[config.mk]
export PLATFORM = sky130hd
export DESIGN_NAME = m68k_bus_responder
export DESIGN_NICKNAME = d
export VERILOG_FILES = /design/src/rtl/m68k_bus_responder_pkg.sv /design/src/rtl/m68k_bus_responder_sync_edge.sv /design/src/rtl/m68k_bus_responder.sv
export SDC_FILE = /design/constraint.sdc
export NUM_CORES = 1
export LEC_CHECK = 0
export BUFFER_PORTS_ARGS = -buffer_cell sky130_fd_sc_hd__buf_2
export CAP_MARGIN = 20
export CORE_AREA = 4 4 96 98
export DETAILED_ROUTE_END_ITERATION = 16
export DIE_AREA = 0 0 100 102
export HOLD_SLACK_MARGIN = 0.1
export PLACE_DENSITY = 0.71
export SYNTH_ARGS = -nofsm -noshare
export SYNTH_HDL_FRONTEND = slang
export SYNTH_SLANG_ARGS = --single-unit
[constraint.sdc]
create_clock -name PI_CLK -period 5.4 [get_ports PI_CLK]
set_input_delay 0.54 -clock PI_CLK [delete_from_list [all_inputs] [get_ports PI_CLK]]
set_output_delay 0.54 -clock PI_CLK [all_outputs]
set_load 0.01 [all_outputs]
[src/rtl/m68k_bus_responder_pkg.sv]
// Shared types and constants for the 68000 bus responder.
package m68k_bus_responder_pkg;

    typedef enum logic [3:0] {
        IDLE,
        DECODE,
        MISS,
        WR_DS,
        RD_REQ,
        WR_REQ,
        ACK_WAIT,
        HOLD,
        RELEASE
    } state_t;

    // Flop depth for the bus strobes and for the 7 MHz bus clock.
    localparam int SIG_SYNC_DEPTH = 2;
    localparam int CLK_SYNC_DEPTH = 3;

    // Width of the c7m edge counters (wait and timeout).
    localparam int CNT_W = 8;

    // Increment that sticks at all-ones instead of wrapping.
    function automatic logic [CNT_W-1:0] sat_inc(input logic [CNT_W-1:0] v);
        return (&v) ? v : v + 1'b1;
    endfunction

endpackage

[src/rtl/m68k_bus_responder_sync_edge.sv]
// N-flop synchronizer for one asynchronous input, with edge strobes
// taken from the last two flops of the chain.
module m68k_sync_edge #(
    parameter int   DEPTH   = 2,
    parameter logic RST_VAL = 1'b0
) (
    input  logic clk,
    input  logic rst,
    input  logic d,
    output logic q,
    output logic rise,
    output logic fall
);

    logic [DEPTH-1:0] s;

    // Shift the asynchronous input through the flop chain.
    always_ff @(posedge clk) begin
        if (rst) begin
            s <= {DEPTH{RST_VAL}};
        end else begin
            s <= {s[DEPTH-2:0], d};
        end
    end

    assign q    = s[DEPTH-1];
    assign rise = s[DEPTH-2] & ~s[DEPTH-1];
    assign fall = ~s[DEPTH-2] & s[DEPTH-1];

endmodule

[src/rtl/m68k_bus_responder.sv]
// 68000 bus target: decodes a cycle in the configured window, hands it to a
// req/ack backend port, then answers with data + DTACK, or BERR on timeout.
module m68k_bus_responder
    import m68k_bus_responder_pkg::*;
#(
    parameter logic [23:0] BASE_ADDR   = 24'hE80000,
    parameter int          WIN_BITS    = 16,
    parameter int          MIN_WAIT    = 2,
    parameter int          TIMEOUT_CYC = 64
) (
    input  logic                PI_CLK,
    input  logic                RESET,
    input  logic                M68K_CLK,
    input  logic                M68K_AS_n,
    input  logic                M68K_UDS_n,
    input  logic                M68K_LDS_n,
    input  logic                M68K_RW,
    input  logic [23:1]         M68K_A,
    input  logic [15:0]         M68K_D_IN,
    output logic [15:0]         M68K_D_OUT,
    output logic                M68K_D_OE,
    output logic                M68K_DTACK_OE,
    output logic                M68K_BERR_OE,
    output logic                BE_REQ,
    output logic                BE_WE,
    output logic [WIN_BITS-2:0] BE_ADDR,
    output logic [1:0]          BE_BYTE_EN,
    output logic [15:0]         BE_WDATA,
    input  logic                BE_ACK,
    input  logic [15:0]         BE_RDATA
);

    localparam logic [CNT_W-1:0] MIN_LIM = CNT_W'(MIN_WAIT);
    localparam logic [CNT_W-1:0] TO_LIM  = CNT_W'(TIMEOUT_CYC);

    state_t           state;
    logic [CNT_W-1:0] wait_cnt;
    logic [CNT_W-1:0] to_cnt;
    logic             ds_seen;
    logic             hit;
    logic             rw_l;

    logic as_n_s, uds_n_s, lds_n_s, rw_s, c7m_s;
    logic as_rise, as_fall, uds_rise, uds_fall, lds_rise, lds_fall;
    logic rw_rise, rw_fall, c7m_rise, c7m_fall;

    m68k_sync_edge #(.DEPTH(SIG_SYNC_DEPTH), .RST_VAL(1'b1)) u_sync_as (
        .clk(PI_CLK), .rst(RESET), .d(M68K_AS_n),  .q(as_n_s),  .rise(as_rise),  .fall(as_fall));
    m68k_sync_edge #(.DEPTH(SIG_SYNC_DEPTH), .RST_VAL(1'b1)) u_sync_uds (
        .clk(PI_CLK), .rst(RESET), .d(M68K_UDS_n), .q(uds_n_s), .rise(uds_rise), .fall(uds_fall));
    m68k_sync_edge #(.DEPTH(SIG_SYNC_DEPTH), .RST_VAL(1'b1)) u_sync_lds (
        .clk(PI_CLK), .rst(RESET), .d(M68K_LDS_n), .q(lds_n_s), .rise(lds_rise), .fall(lds_fall));
    m68k_sync_edge #(.DEPTH(SIG_SYNC_DEPTH), .RST_VAL(1'b1)) u_sync_rw (
        .clk(PI_CLK), .rst(RESET), .d(M68K_RW),    .q(rw_s),    .rise(rw_rise),  .fall(rw_fall));
    m68k_sync_edge #(.DEPTH(CLK_SYNC_DEPTH), .RST_VAL(1'b0)) u_sync_c7m (
        .clk(PI_CLK), .rst(RESET), .d(M68K_CLK),   .q(c7m_s),   .rise(c7m_rise), .fall(c7m_fall));

    // Strobe edges and the bus-clock level are not needed by this target.
    logic unused_sync;
    assign unused_sync = ^{as_rise, as_fall, uds_rise, uds_fall, lds_rise, lds_fall,
                           rw_rise, rw_fall, c7m_s, c7m_fall};

    // A new cycle is only taken once any earlier backend handshake has closed.
    logic as_start, rd_done, wr_latch;
    assign as_start = (state == IDLE) && !as_n_s && !BE_REQ;
    assign rd_done  = (state == RD_REQ) && BE_ACK && !as_n_s;
    assign wr_latch = (state == WR_DS) && ds_seen && !as_n_s;

    // Bus-cycle sequencing, backend request, and the bus drive enables.
    always_ff @(posedge PI_CLK) begin
        if (RESET) begin
            state         <= IDLE;
            BE_REQ        <= 1'b0;
            M68K_D_OE     <= 1'b0;
            M68K_DTACK_OE <= 1'b0;
            M68K_BERR_OE  <= 1'b0;
            wait_cnt      <= '0;
            to_cnt        <= '0;
            ds_seen       <= 1'b0;
        end else begin
            if (BE_REQ && BE_ACK) BE_REQ <= 1'b0;
            if (c7m_rise) wait_cnt <= sat_inc(wait_cnt);
            case (state)
                IDLE: begin
                    if (as_start) begin
                        wait_cnt <= '0;
                        state    <= DECODE;
                    end
                end
                DECODE: begin
                    if (as_n_s) begin
                        state <= RELEASE;
                    end else if (!hit) begin
                        state <= MISS;
                    end else if (rw_l) begin
                        BE_REQ <= 1'b1;
                        to_cnt <= '0;
                        state  <= RD_REQ;
                    end else begin
                        ds_seen <= 1'b0;
                        state   <= WR_DS;
                    end
                end
                MISS: begin
                    if (as_n_s) state <= IDLE;
                end
                WR_DS: begin
                    if (as_n_s) begin
                        state <= RELEASE;
                    end else if (ds_seen) begin
                        ds_seen <= 1'b0;
                        BE_REQ  <= 1'b1;
                        to_cnt  <= '0;
                        state   <= WR_REQ;
                    end else if (!uds_n_s || !lds_n_s) begin
                        ds_seen <= 1'b1;
                    end
                end
                RD_REQ, WR_REQ: begin
                    if (BE_ACK) begin
                        if (as_n_s) begin
                            state <= RELEASE;
                        end else begin
                            if (state == RD_REQ) M68K_D_OE <= 1'b1;
                            state <= ACK_WAIT;
                        end
                    end else if (as_n_s) begin
                        // Request stays up; IDLE holds off until the ack closes it.
                        state <= RELEASE;
                    end else if (c7m_rise) begin
                        if (sat_inc(to_cnt) >= TO_LIM) begin
                            M68K_BERR_OE <= 1'b1;
                            state        <= HOLD;
                        end else begin
                            to_cnt <= sat_inc(to_cnt);
                        end
                    end
                end
                ACK_WAIT: begin
                    if (as_n_s) begin
                        M68K_D_OE <= 1'b0;
                        state     <= RELEASE;
                    end else if (c7m_rise && (sat_inc(wait_cnt) >= MIN_LIM)) begin
                        M68K_DTACK_OE <= 1'b1;
                        state         <= HOLD;
                    end
                end
                HOLD: begin
                    if (as_n_s) begin
                        M68K_D_OE     <= 1'b0;
                        M68K_DTACK_OE <= 1'b0;
                        M68K_BERR_OE  <= 1'b0;
                        state         <= RELEASE;
                    end
                end
                RELEASE: state <= IDLE;
                default: state <= IDLE;
            endcase
        end
    end

    // Address/strobe/data capture for the backend port and read data return.
    always_ff @(posedge PI_CLK) begin
        if (RESET) begin
            hit        <= 1'b0;
            rw_l       <= 1'b0;
            BE_WE      <= 1'b0;
            BE_ADDR    <= '0;
            BE_BYTE_EN <= 2'b00;
            BE_WDATA   <= 16'h0000;
            M68K_D_OUT <= 16'h0000;
        end else begin
            if (as_start) begin
                BE_ADDR <= M68K_A[WIN_BITS-1:1];
                hit     <= (M68K_A[23:WIN_BITS] == BASE_ADDR[23:WIN_BITS]);
                rw_l    <= rw_s;
            end
            if ((state == DECODE) && hit && rw_l) begin
                BE_WE      <= 1'b0;
                BE_BYTE_EN <= ~{uds_n_s, lds_n_s};
            end
            if (wr_latch) begin
                BE_WE      <= 1'b1;
                BE_BYTE_EN <= ~{uds_n_s, lds_n_s};
                BE_WDATA   <= M68K_D_IN;
            end
            if (rd_done) M68K_D_OUT <= BE_RDATA;
        end
    end

endmodule

==> flow_summary.json <==
{
  "syn-num-nets": 509,
  "clk_latency_ns": 0.35,
  "switchingPower_mw": 0.298,
  "hp-class": "in2reg",
  "endpoint_kind": "flop",
  "crit_arrival_ns": 2.68,
  "portBuffers": 116,
  "die-area_um2": 10200,
  "nNetsFinal": 613,
  "layout-drive-gt1-share": 0.286,
  "worstHoldPathCells": 2,
  "place_inst": 645,
  "hold_viol_final": 0,
  "async_flop_share": 0,
  "synth_top_cell_area_share": 0.473,
  "switching_share": 0.253,
  "cp-start-kind": "flop",
  "synthCells": 444,
  "fin_skew_ns": 0.00945,
  "via_count": 3422,
  "avgSynthCellArea_um2": 8.39,
  "yosysUniqueCellTypes": 55,
  "fill_cells": 802,
  "cp.required_ns": 5.62,
  "grt_setup_unrepaired": "false",
  "synth_edf_count": 0,
  "ys.flop_type": "dfxtp_1",
  "ys_top_cells_by_area": "dfxtp_1 47%, nand2_1 8.6%, a21oi_1 7.0%, mux2i_1 5.1%, nor2_1 3.9%",
  "hp-start": "M68K_LDS_n",
  "drtIter0Drc": 191,
  "ys.warnings.count": 0,
  "setup-tns-final_ns": 0,
  "antenna_found_initial": 0,
  "worstMarginPinSlew_ns": 0.862,
  "period_share": 0.456,
  "drtAntennaViolNets": 0,
  "synth_top_area_cell": "dfxtp_1",
  "clk_pin_slew_worst_paths_ns": 0.09,
  "fin_cells": 661,
  "drv_slew": 0,
  "setup_viol": 0,
  "cts_inserted_buffers": 9,
  "antenna_cells": 0,
  "max_stage_delay_ns": 0.83,
  "holdPathEnd": "u_sync_lds.s[0]$_SDFF_PP1_",
  "ys_seq_area_frac": 0.473,
  "max_freq_mhz": 406,
  "h-tree-depth": 3,
  "grt_max_degree": 78,
  "cts_resized": 0,
  "powerDensity_nw_per_um2": 261,
  "cts_tree": "done",
  "combinationalPowerShare": 0.073,
  "drc": 0,
  "max-cap-violations": 0,
  "wl_per_cell_um": 13.1,
  "ctsHoldBuffers": 0,
  "gp_congestion": 0.881,
  "p_seq_frac": 0.572,
  "die_y_um": 102,
  "p_leak_nw": 2.00,
  "wl_um": 8680,
  "place_hpwl_um": 6120,
  "synth_area_um2": 3720,
  "dr.pass1.iters": 6,
  "grt_usage": 0.169,
  "initial_core_util": 0.440,
  "grt-ovfl-total": 0,
  "power_mw": 1.18,
  "die_width_um": 100,
  "final.min_clock_period_ns": 2.46,
  "ff2ff_path_depth": 6,
  "grt_pass1_wl_um": 14200,
  "path_cells": "inv_1, nor2_2, nand2b_2, or4_1, mux2i_1, nor2_1",
  "slew_headroom": 0.425,
  "reg2reg_to": "M68K_D_OUT[3]$_SDFFE_PP0P_",
  "clkPwrFrac": 0.355,
  "ys_ff_latch": 88,
  "cts_root_buffer": "clkbuf_8",
  "worstSetupPathType": "reg2reg",
  "viasPerCell": 5.18,
  "post_cts_buffers": 0,
  "core_um2": 8470,
  "rr_startpoint": "state[2]$_SDFFE_PP0P_",
  "status": "complete, no violations",
  "area_growth_pct": 21.4,
  "grt_pass1_vias": 3209,
  "cts_buffer_depth": 2,
  "vdd_ir_drop_max_mv": 0.216,
  "p_int_mw": 0.881,
  "num_rows": 34,
  "cts.sink_count": 88,
  "crit_fanout": 17,
  "r2r_slack_ns": 2.94,
  "cp_slowest_cell": "or4_1",
  "ioPinCount": 117
}
-- logic make-up after synthesis --
kind of cell / synth area share
AOI/OAI and AO/OA: 0.147
xor gates and xnor gates: 0.00706
adders and majority gates: 0.00672
buffers and inverters: 0.0380
DFF: 0.473
muxes: 0.0511
and+or+nand+nor: 0.277
-- cells in the final DEF (no fill, tap or decap), types with 3 or more instances in the layout --
cell type	n
a21oi_1	52
xor2_1	3
and2_1	6
clkbuf_8	10
or2_2	11
inv_1	5
nor2b_1	6
a311oi_1	3
nand2b_1	5
buf_4	3
nand4_1	3
o21ai_0	14
nor3_1	7
nand3_1	14
and3_1	4
mux2i_1	19
nor4_1	4
buf_2	116
or3_1	5
a31oi_1	5
dfxtp_1	88
nor2_1	39
nand2_1	85
-- synthesized netlist by cell type (5+ instances only) --
| library cell | instances |
|---|---|
| dfxtp_1 | 88 |
| nand2_1 | 85 |
| a21oi_1 | 52 |
| nor2_1 | 39 |
| mux2i_1 | 19 |
| clkbuf_1 | 16 |
| nand3_1 | 14 |
| o21ai_0 | 14 |
| or2_2 | 11 |
| buf_2 | 7 |
| nor3_1 | 7 |
| and2_1 | 6 |
| nor2b_1 | 6 |
| a31oi_1 | 5 |
| inv_1 | 5 |
| nand2b_1 | 5 |
| or3_1 | 5 |
-- registers in the layout, indices dropped and copies added (netlist names), 3 cells and up --
signal	count
wait_cnt	8
M68K_D_OUT	16
BE_WDATA	16
u_sync_c7m.s	3
BE_ADDR	15
to_cnt	8
state	4
-- power groups by stage --
| stage | clock network (mW) | logic (mW) | registers, mW |
|---|---|---|---|
| global route | 0.460 | 0.0958 | 0.677 |
| detailed placement | 0 | 0.0858 | 0.689 |
| CTS | 0.431 | 0.0860 | 0.674 |
| finish | 0.418 | 0.0856 | 0.675 |
| global placement | 0 | 0.0843 | 0.689 |
| floorplan | 0 | 0.0534 | 0.684 |
-- metal layers --
metal	wire length, um	GRT usage
met5	0	0
met4	138	0.0611
met3	575	0.0553
met2	4230	0.292
met1	3730	0.198
-- worst max-delay path, delay by kind of cell (launching register included) --
kind                   cells  cell delay [ns]
buffers and inverters      1             0.14
DFF                        1             0.66
muxes                      1             0.33
and+or+nand+nor            4             1.20
-- how the worst max path moves through the flow --
stage	endpoint	slack (ns)	startpoint	depth (start not counted)
global placement	M68K_D_OUT[15]$_SDFFE_PP0P_	3.09	state[2]$_SDFFE_PP0P_	6
finish	M68K_D_OUT[3]$_SDFFE_PP0P_	2.94	state[2]$_SDFFE_PP0P_	6
detailed placement	M68K_D_OUT[14]$_SDFFE_PP0P_	3.01	state[2]$_SDFFE_PP0P_	6
CTS	M68K_D_OUT[3]$_SDFFE_PP0P_	2.97	state[2]$_SDFFE_PP0P_	6
floorplan	state[2]$_SDFFE_PP0P_	3.49	wait_cnt[0]$_SDFF_PP0_	7
global route	M68K_D_OUT[9]$_SDFFE_PP0P_	2.74	state[2]$_SDFFE_PP0P_	6
-- per-stage QoR --
stage	hold WS (ns)	worst slack (ns)	area, um2	utilization
floorplan	0.389	3.49	3720	-
global placement	0.393	3.09	4340	0.513
global route	0.359	2.74	4520	0.534
finish	0.360	2.94	4520	0.534
CTS	0.342	2.97	4520	0.534
detailed placement	0.395	3.01	4340	0.513
-- area by class of cell --
type                    count  area [um2]  share of cell area
clock buffers              10         138              0.0304
multi-input cells         325        1820               0.403
inverters                   5        18.8             0.00415
clock inverters             6        42.5             0.00941
repair buffers            119         603               0.133
well taps                 108         135              0.0299
flip-flops and latches     88        1760               0.390
Note: power is estimated with default switching activity, not from simulation.
